## config.mk

```make
export PLATFORM = sky130hd
export DESIGN_NAME = ram_dp
export DESIGN_NICKNAME = d
export VERILOG_FILES = /design/src/rtl/ram_dp.sv
export SDC_FILE = /design/constraint.sdc
export NUM_CORES = 1
export LEC_CHECK = 0
export BUFFER_PORTS_ARGS = -buffer_cell sky130_fd_sc_hd__clkbuf_2
export CORE_MARGIN = 2
export CORE_UTILIZATION = 40
export DETAILED_ROUTE_END_ITERATION = 10
export GPL_ROUTABILITY_DRIVEN = 1
export GPL_TIMING_DRIVEN = 0
export PLACE_DENSITY_LB_ADDON = 0.3
export SLEW_MARGIN = 20
export SYNTH_ARGS = -nofsm -noshare
export SYNTH_HDL_FRONTEND = slang
export SYNTH_SLANG_ARGS = --single-unit
```

## constraint.sdc

```tcl
create_clock -name clk -period 2.6 [get_ports clk]
set_clock_uncertainty 0.15 [all_clocks]
set_input_delay 0.26 -clock clk [delete_from_list [all_inputs] [get_ports clk]]
set_output_delay 0.26 -clock clk [all_outputs]
set_load 0.02 [all_outputs]
```

## src/rtl/ram_dp.sv

```systemverilog
// Simple dual-port synchronous RAM with byte-lane write masks, selectable read
// latency and read-during-write policy, and a post-reset clear engine.
module ram_dp #(
  parameter int unsigned AW       = 3,
  parameter int unsigned DW       = 8,
  parameter int unsigned BW       = 4,
  parameter int unsigned RD_LAT   = 1,
  parameter int unsigned WR_FIRST = 1
) (
  input  logic                clk,
  input  logic                reset,
  input  logic                wr_en,
  input  logic [AW-1:0]       wr_addr,
  input  logic [DW/BW-1:0]    wr_mask,
  input  logic [DW-1:0]       data_in,
  input  logic                rd_en,
  input  logic [AW-1:0]       rd_addr,
  output logic [DW-1:0]       data_out,
  output logic                rd_valid,
  output logic                busy
);

  localparam int unsigned NL = DW / BW;

  typedef enum logic {
    ST_CLEAR,
    ST_READY
  } state_e;

  state_e          state_q, state_d;
  logic [AW-1:0]   cnt_q, cnt_d;
  logic [DW-1:0]   mem_q [2**AW];

  logic            mem_we;
  logic [AW-1:0]   mem_waddr;
  logic [DW-1:0]   mem_wdata;
  logic [DW-1:0]   wr_merged;
  logic [DW-1:0]   rd_word;
  logic            rd_accept;

  logic            pipe_valid_q, pipe_valid_d;
  logic [DW-1:0]   pipe_data_q, pipe_data_d;
  logic            rd_valid_q, rd_valid_d;
  logic [DW-1:0]   data_out_q, data_out_d;

  // Merged word is built from the current contents so a full-word write
  // implements the lane mask; it doubles as the write-first collision result.
  always_comb begin
    wr_merged = mem_q[wr_addr];
    for (int unsigned i = 0; i < NL; i++) begin
      if (wr_mask[i]) begin
        wr_merged[i*BW +: BW] = data_in[i*BW +: BW];
      end
    end
    if ((WR_FIRST != 0) && wr_en && (rd_addr == wr_addr)) begin
      rd_word = wr_merged;
    end else begin
      rd_word = mem_q[rd_addr];
    end
  end

  always_comb begin
    state_d   = state_q;
    cnt_d     = cnt_q;
    mem_we    = 1'b0;
    mem_waddr = wr_addr;
    mem_wdata = wr_merged;
    rd_accept = 1'b0;
    case (state_q)
      ST_CLEAR: begin
        mem_we    = !reset;
        mem_waddr = cnt_q;
        mem_wdata = '0;
        cnt_d     = cnt_q + 1'b1;
        if (cnt_q == '1) begin
          state_d = ST_READY;
        end
      end
      ST_READY: begin
        mem_we    = !reset && wr_en && (|wr_mask);
        rd_accept = !reset && rd_en;
      end
      default: state_d = ST_CLEAR;
    endcase
  end

  always_comb begin
    pipe_valid_d = rd_accept;
    pipe_data_d  = rd_accept ? rd_word : pipe_data_q;
    if (RD_LAT == 1) begin
      rd_valid_d = rd_accept;
      data_out_d = rd_accept ? rd_word : data_out_q;
    end else begin
      rd_valid_d = pipe_valid_q;
      data_out_d = pipe_valid_q ? pipe_data_q : data_out_q;
    end
  end

  always_ff @(posedge clk) begin
    if (reset) begin
      state_q      <= ST_CLEAR;
      cnt_q        <= '0;
      pipe_valid_q <= 1'b0;
      pipe_data_q  <= '0;
      rd_valid_q   <= 1'b0;
      data_out_q   <= '0;
    end else begin
      state_q      <= state_d;
      cnt_q        <= cnt_d;
      pipe_valid_q <= pipe_valid_d;
      pipe_data_q  <= pipe_data_d;
      rd_valid_q   <= rd_valid_d;
      data_out_q   <= data_out_d;
    end
  end

  always_ff @(posedge clk) begin
    if (mem_we) begin
      mem_q[mem_waddr] <= mem_wdata;
    end
  end

  assign data_out = data_out_q;
  assign rd_valid = rd_valid_q;
  assign busy     = (state_q == ST_CLEAR);

endmodule

```

### After elaboration in Yosys (flattened, before gate mapping)

Memories as Yosys holds them, arrays and structs flattened.
Index checks and enable logic that the tools add are counted.

* bits in registers: 13
* memories kept: 1
* output and inout bits: 10
* word-level logic and storage cells: 26
* bits in latches: 0
* memory bits (writable): 64
* memory bits (read-only): 0

* bitwise gates (word level): 1
* order comparisons: 0
* eq/ne operators: 2
* divide/modulo/power cells: 0
* $add $sub $neg: 1
* multiplexer cells: 11
* reductions and logical operators: 6
* multipliers: 0
* shift-type cells: 0

Memory list
* mem_q: depth 8, width 8, rd ports 2, clocked after memory_dff 0, write ports 1, line 32 `logic [DW-1:0] mem_q [2**AW];`

Operator list (number)
* 8-bit 2-to-1 mux: 2
* 4-bit 2-to-1 mux: 2
* 1-bit 2-to-1 mux: 5
* 1-bit logical AND: 4
* 3-bit by 1-bit adder with 3-bit output, second input constant: 1
* 3-bit equality test: 1
* 3-bit equality test, second input constant: 1
* 3-bit 2-to-1 mux: 1
* 1-bit one-hot mux with 2 select lines: 1
* 2-bit OR reduction: 1
* 1-bit zero test: 1
* 1-bit NOT: 1

### Logic depth before layout (Yosys ltp)

* depth in word-level cells: 6
* depth in mapped cells: 8
* mapped depth without buffers: 5

### Worst setup path before layout

Ideal clock, no wire load.

* path type: register to register
* start point: register state_q
* end point: memory mem_q[6][0] (enable)
* arrival: 1.482 ns
* required time: 2.080 ns
* period minus slack after synthesis: 2.002 ns
* cell stages (with the launch flop): 5
* buffers on the path: 1
* path slack: 0.598 ns
* cells stage by stage: dfxtp_1 > clkbuf_1 > inv_1 > o22a_1 > nor2_1

* longest elaborated chain between the ends: 4
* elaborated cells between the ends (all ways): 5
* those cells by class: 4 x mux; 1 x bitwise

RTL lines
* start, declared: line 30 `state_e state_q, state_d;`
* start signal, assigned: line 108 `state_q <= state_d;`
* 1-bit NOT
* named net busy: line 20 `output logic busy`
* 1-bit one-hot mux with 2 select lines: line 69 `case (state_q)`
* 1-bit 2-to-1 mux: line 118 `if (mem_we) begin`
* 1-bit 2-to-1 mux (not written as such): line 119 `mem_q[mem_waddr] <= mem_wdata;`
* end, declared: line 32

The timed path passes the listed nets, and every way through them passes these cells.

### Worst setup path in the final report

* start point: register state_q
* end point: memory mem_q[1][3] (enable)

* longest elaborated chain between the ends: 4
* elaborated cells between the ends (all ways): 5
* those cells by class: 4 x mux; 1 x bitwise

RTL lines (line)
* 1-bit NOT
* 1-bit one-hot mux with 2 select lines: 69
* 1-bit 2-to-1 mux: 118
* 1-bit 2-to-1 mux (not written as such): 119

Parallel ways exist; a longest one is shown, timed or not.

==> flow_summary.yaml <==
worst_hold_path:
  hold_end: "rd_valid$_SDFF_PP0_"
  hold_depth: 3
  hold_path.class: "primary input to flop"
  worstHoldStart: "rd_en"
synth:
  ys_ff_latch: 77
  synthCells: 279
  ys_warn_count: 0
  syn_area_sq_um: 3835
  yosysSeqAreaShare_pct: 56.90
  ys_types: 34
  synthesis.nets: 301
  avgSynthCellArea_sq_um: 13.75
floorplan:
  start_util_pct: 41.31
  coreArea_sq_um: 9284
  rows: 35
  ios: 30
  fp.dieArea_sq_um: 10390
  die_w_um: 101.9
  fp.dieH_um: 101.9
setup_path:
  reg2reg_from: "state_q$_SDFF_PP0_"
  crit_type: "flop to flop"
  crit_fanout: 10
  cp-start-kind: "flop"
  r2r_cells: 4
  crit_family: "simple AND/OR/NAND/NOR gates"
  arrival_ps: 2250
  rr_endpoint: "mem_q[1][3]$_DFFE_PP_"
  startpoint: "state_q$_SDFF_PP0_"
  worst-r2r-setup-slack_ps: 180
  worst-path-buf-inv: 1
  end_kind: "flop"
  crit_chain: "clkbuf_1 -> mux2i_1 -> nand2b_1 -> nor2_1"
  worstPathRequired_ps: 2430
  cp_num_cells: 4
  max_stage_delay_ps: 790
  cp_slowest_cell: "nor2_1"
route:
  routed_wl_um: 9390
  antenna_left: 0
  drt-vias-per-instance: 5.716
  drt_iter0_markers: 182
  drt_first_pass_iters: 5
  num_vias: 2578
  route.detailed.drc: 0
  wl_per_cell_um: 20.82
clock_network:
  numClockSinks: 77
  clock-root-buffer: "clkbuf_8"
  cts_tree: "yes"
  cts_buffers: 9
  worstSkewPairLatency_ps: 350
  post-cts-setup-buffer-count: 0
  cts.clk_slew.worst_paths_ps: 80
  h-tree-depth: 3
  cts_max_path_buffers: 2
sta:
  slew-limit-headroom_pct: 34.77
  tns_ps: 0
  final.setup.worst_slack_ps: 176.9
  hold_violations: 0
  finalCritPeriodShare_pct: 93.20
  worst_slew_pin_slew_ps: 974.9
  drv_slew: 0
  finalCriticalPeriod_ps: 2423
  fmax_mhz: 412.7
  rsz0062_at_grt: "false"
  setup_violations: 0
placement:
  dpl_worst_slack_ps: 47.96
  dp_hpwl_um: 6174
  gp_congestion: 0.8172
  portBuffers: 26
outcome:
  status: "finished, final reports clean"
run:
  max-cap-violations: 0
global_routing:
  first_global_vias: 2548
  grt.overflow.total: 0
  antenna_found_initial: 0
  grt_max_degree: 14
  grt_pass1_wl_um: 14250
  grt_use_total_pct: 19.51
power_and_ir_drop:
  power_uw: 2625
  p_leak_uw: 0.001556
  peakVddDrop_mv: 0.2443
  p_per_area_nw_per_um2: 602.0
layout:
  antenna_cells: 0
  synthToLayoutAreaGrowth_pct: 13.70
  drive_gt1_share_pct: 27.33
  fin_nets: 339
through the flow:
stage | utilization (%) | area [sq um] | cells | hold slack [ps]
2_1_floorplan | - | 3835 | 279 | 189.3
3_3_place_gp | 44.45 | 4126 | 434 | 294.3
3_5_place_dp | 44.45 | 4126 | 434 | 300.6
4_1_cts | 46.81 | 4345 | 451 | 201.3
5_1_grt | 46.97 | 4360 | 451 | 245.5
6_report | 46.97 | 4360 | 451 | 216.5
Yosys cell counts, drive strengths merged:
| cell type | n | area [sq um] |
|---|---|---|
| a21oi | 4 | 20.02 |
| a22o | 3 | 26.28 |
| a22oi | 10 | 75.07 |
| a31oi | 3 | 18.77 |
| and2 | 9 | 56.30 |
| and3 | 5 | 31.28 |
| buf | 16 | 136.4 |
| clkbuf | 3 | 11.26 |
| dfxtp | 13 | 260.3 |
| edfxtp | 64 | 1922 |
| ha | 2 | 25.02 |
| inv | 2 | 7.510 |
| mux2 | 12 | 135.1 |
| mux2i | 24 | 240.2 |
| mux4 | 18 | 412.9 |
| nand2 | 18 | 67.56 |
| nand2b | 7 | 43.79 |
| nand4 | 1 | 6.260 |
| nor2 | 22 | 82.58 |
| nor2b | 2 | 12.51 |
| nor3 | 15 | 75.07 |
| o21ai | 14 | 70.07 |
| o22a | 2 | 17.52 |
| o22ai | 3 | 18.77 |
| o31ai | 3 | 27.52 |
| xnor2 | 3 | 26.28 |
| xor2 | 1 | 8.760 |
state kept, by name, indices dropped and copies added (netlist names):
register,count
mem_q,64
cnt_q,3
rd_valid,1
data_out,8
state_q,1
metal layers:
metal	track usage, %	up-vias	share of wire, %
met5	0	-	0
li1	-	1151	-
met2	31.33	128	47
met3	2.736	22	7.0
met4	10.26	0	3.5
met1	25.87	1277	42
cells by family after synthesis:
kind of cell / Yosys count / share of synthesized area, %
flops: 77 / 56.90
fa+ha+maj: 2 / 0.6524
simple gates: 79 / 9.788
compound gates: 42 / 7.145
mux: 54 / 20.55
buf+inv: 21 / 4.046
xor+xnor: 4 / 0.9137
final cells by class:
type | instances | area [sq um]
flip-flops and latches | 77 | 2182
multi-input cells | 181 | 1513
fillers | 860 | 4923
clock buffers | 12 | 135.1
inverters | 2 | 7.507
plain buffers | 19 | 147.6
repair buffers | 27 | 140.1
clock inverters | 4 | 73.82
well taps | 129 | 161.4
report_power, final:
| group | internal (uW) | switching, uW |
|---|---|---|
| logic | 120 | 155 |
| registers | 1360 | 16.1 |
| clock network | 542 | 434 |
how the worst max path moves through the flow:
stage	to	slack [ps]
after global placement	mem_q[7][5]$_DFFE_PP_	80
final	mem_q[1][3]$_DFFE_PP_	180
after detailed placement	mem_q[7][5]$_DFFE_PP_	50
after floorplan	mem_q[6][0]$_DFFE_PP_	600
after global routing	mem_q[1][3]$_DFFE_PP_	30
after CTS	mem_q[2][0]$_DFFE_PP_	80
placed cells by master (no fill, tap or decap), types with 4 or more instances in the layout:
master,count
and3_1,5
o21ai_1,4
clkbuf_1,6
nand2b_1,7
nor3_1,15
dfxtp_1,13
clkbuf_2,26
a22oi_1,10
nor2_2,6
mux2i_1,24
edfxtp_1,64
nand2_1,18
buf_2,8
mux2_2,12
and2_1,9
o21ai_0,10
mux4_2,16
nor2_1,16
clkbuf_8,9
a21oi_1,4
tightest hold or removal path, cell delays in order:
cell	delay, ps
clkbuf_2	90
nand2_1	250
nor2_1	60
what timing repair did:
action	CTS	global route
hold endpoints to repair	3	0
gates resized for setup	0	5
setup endpoints to repair	0	21
hold buffers	1	0
No activity file was read; power rests on OpenSTA's default activity.
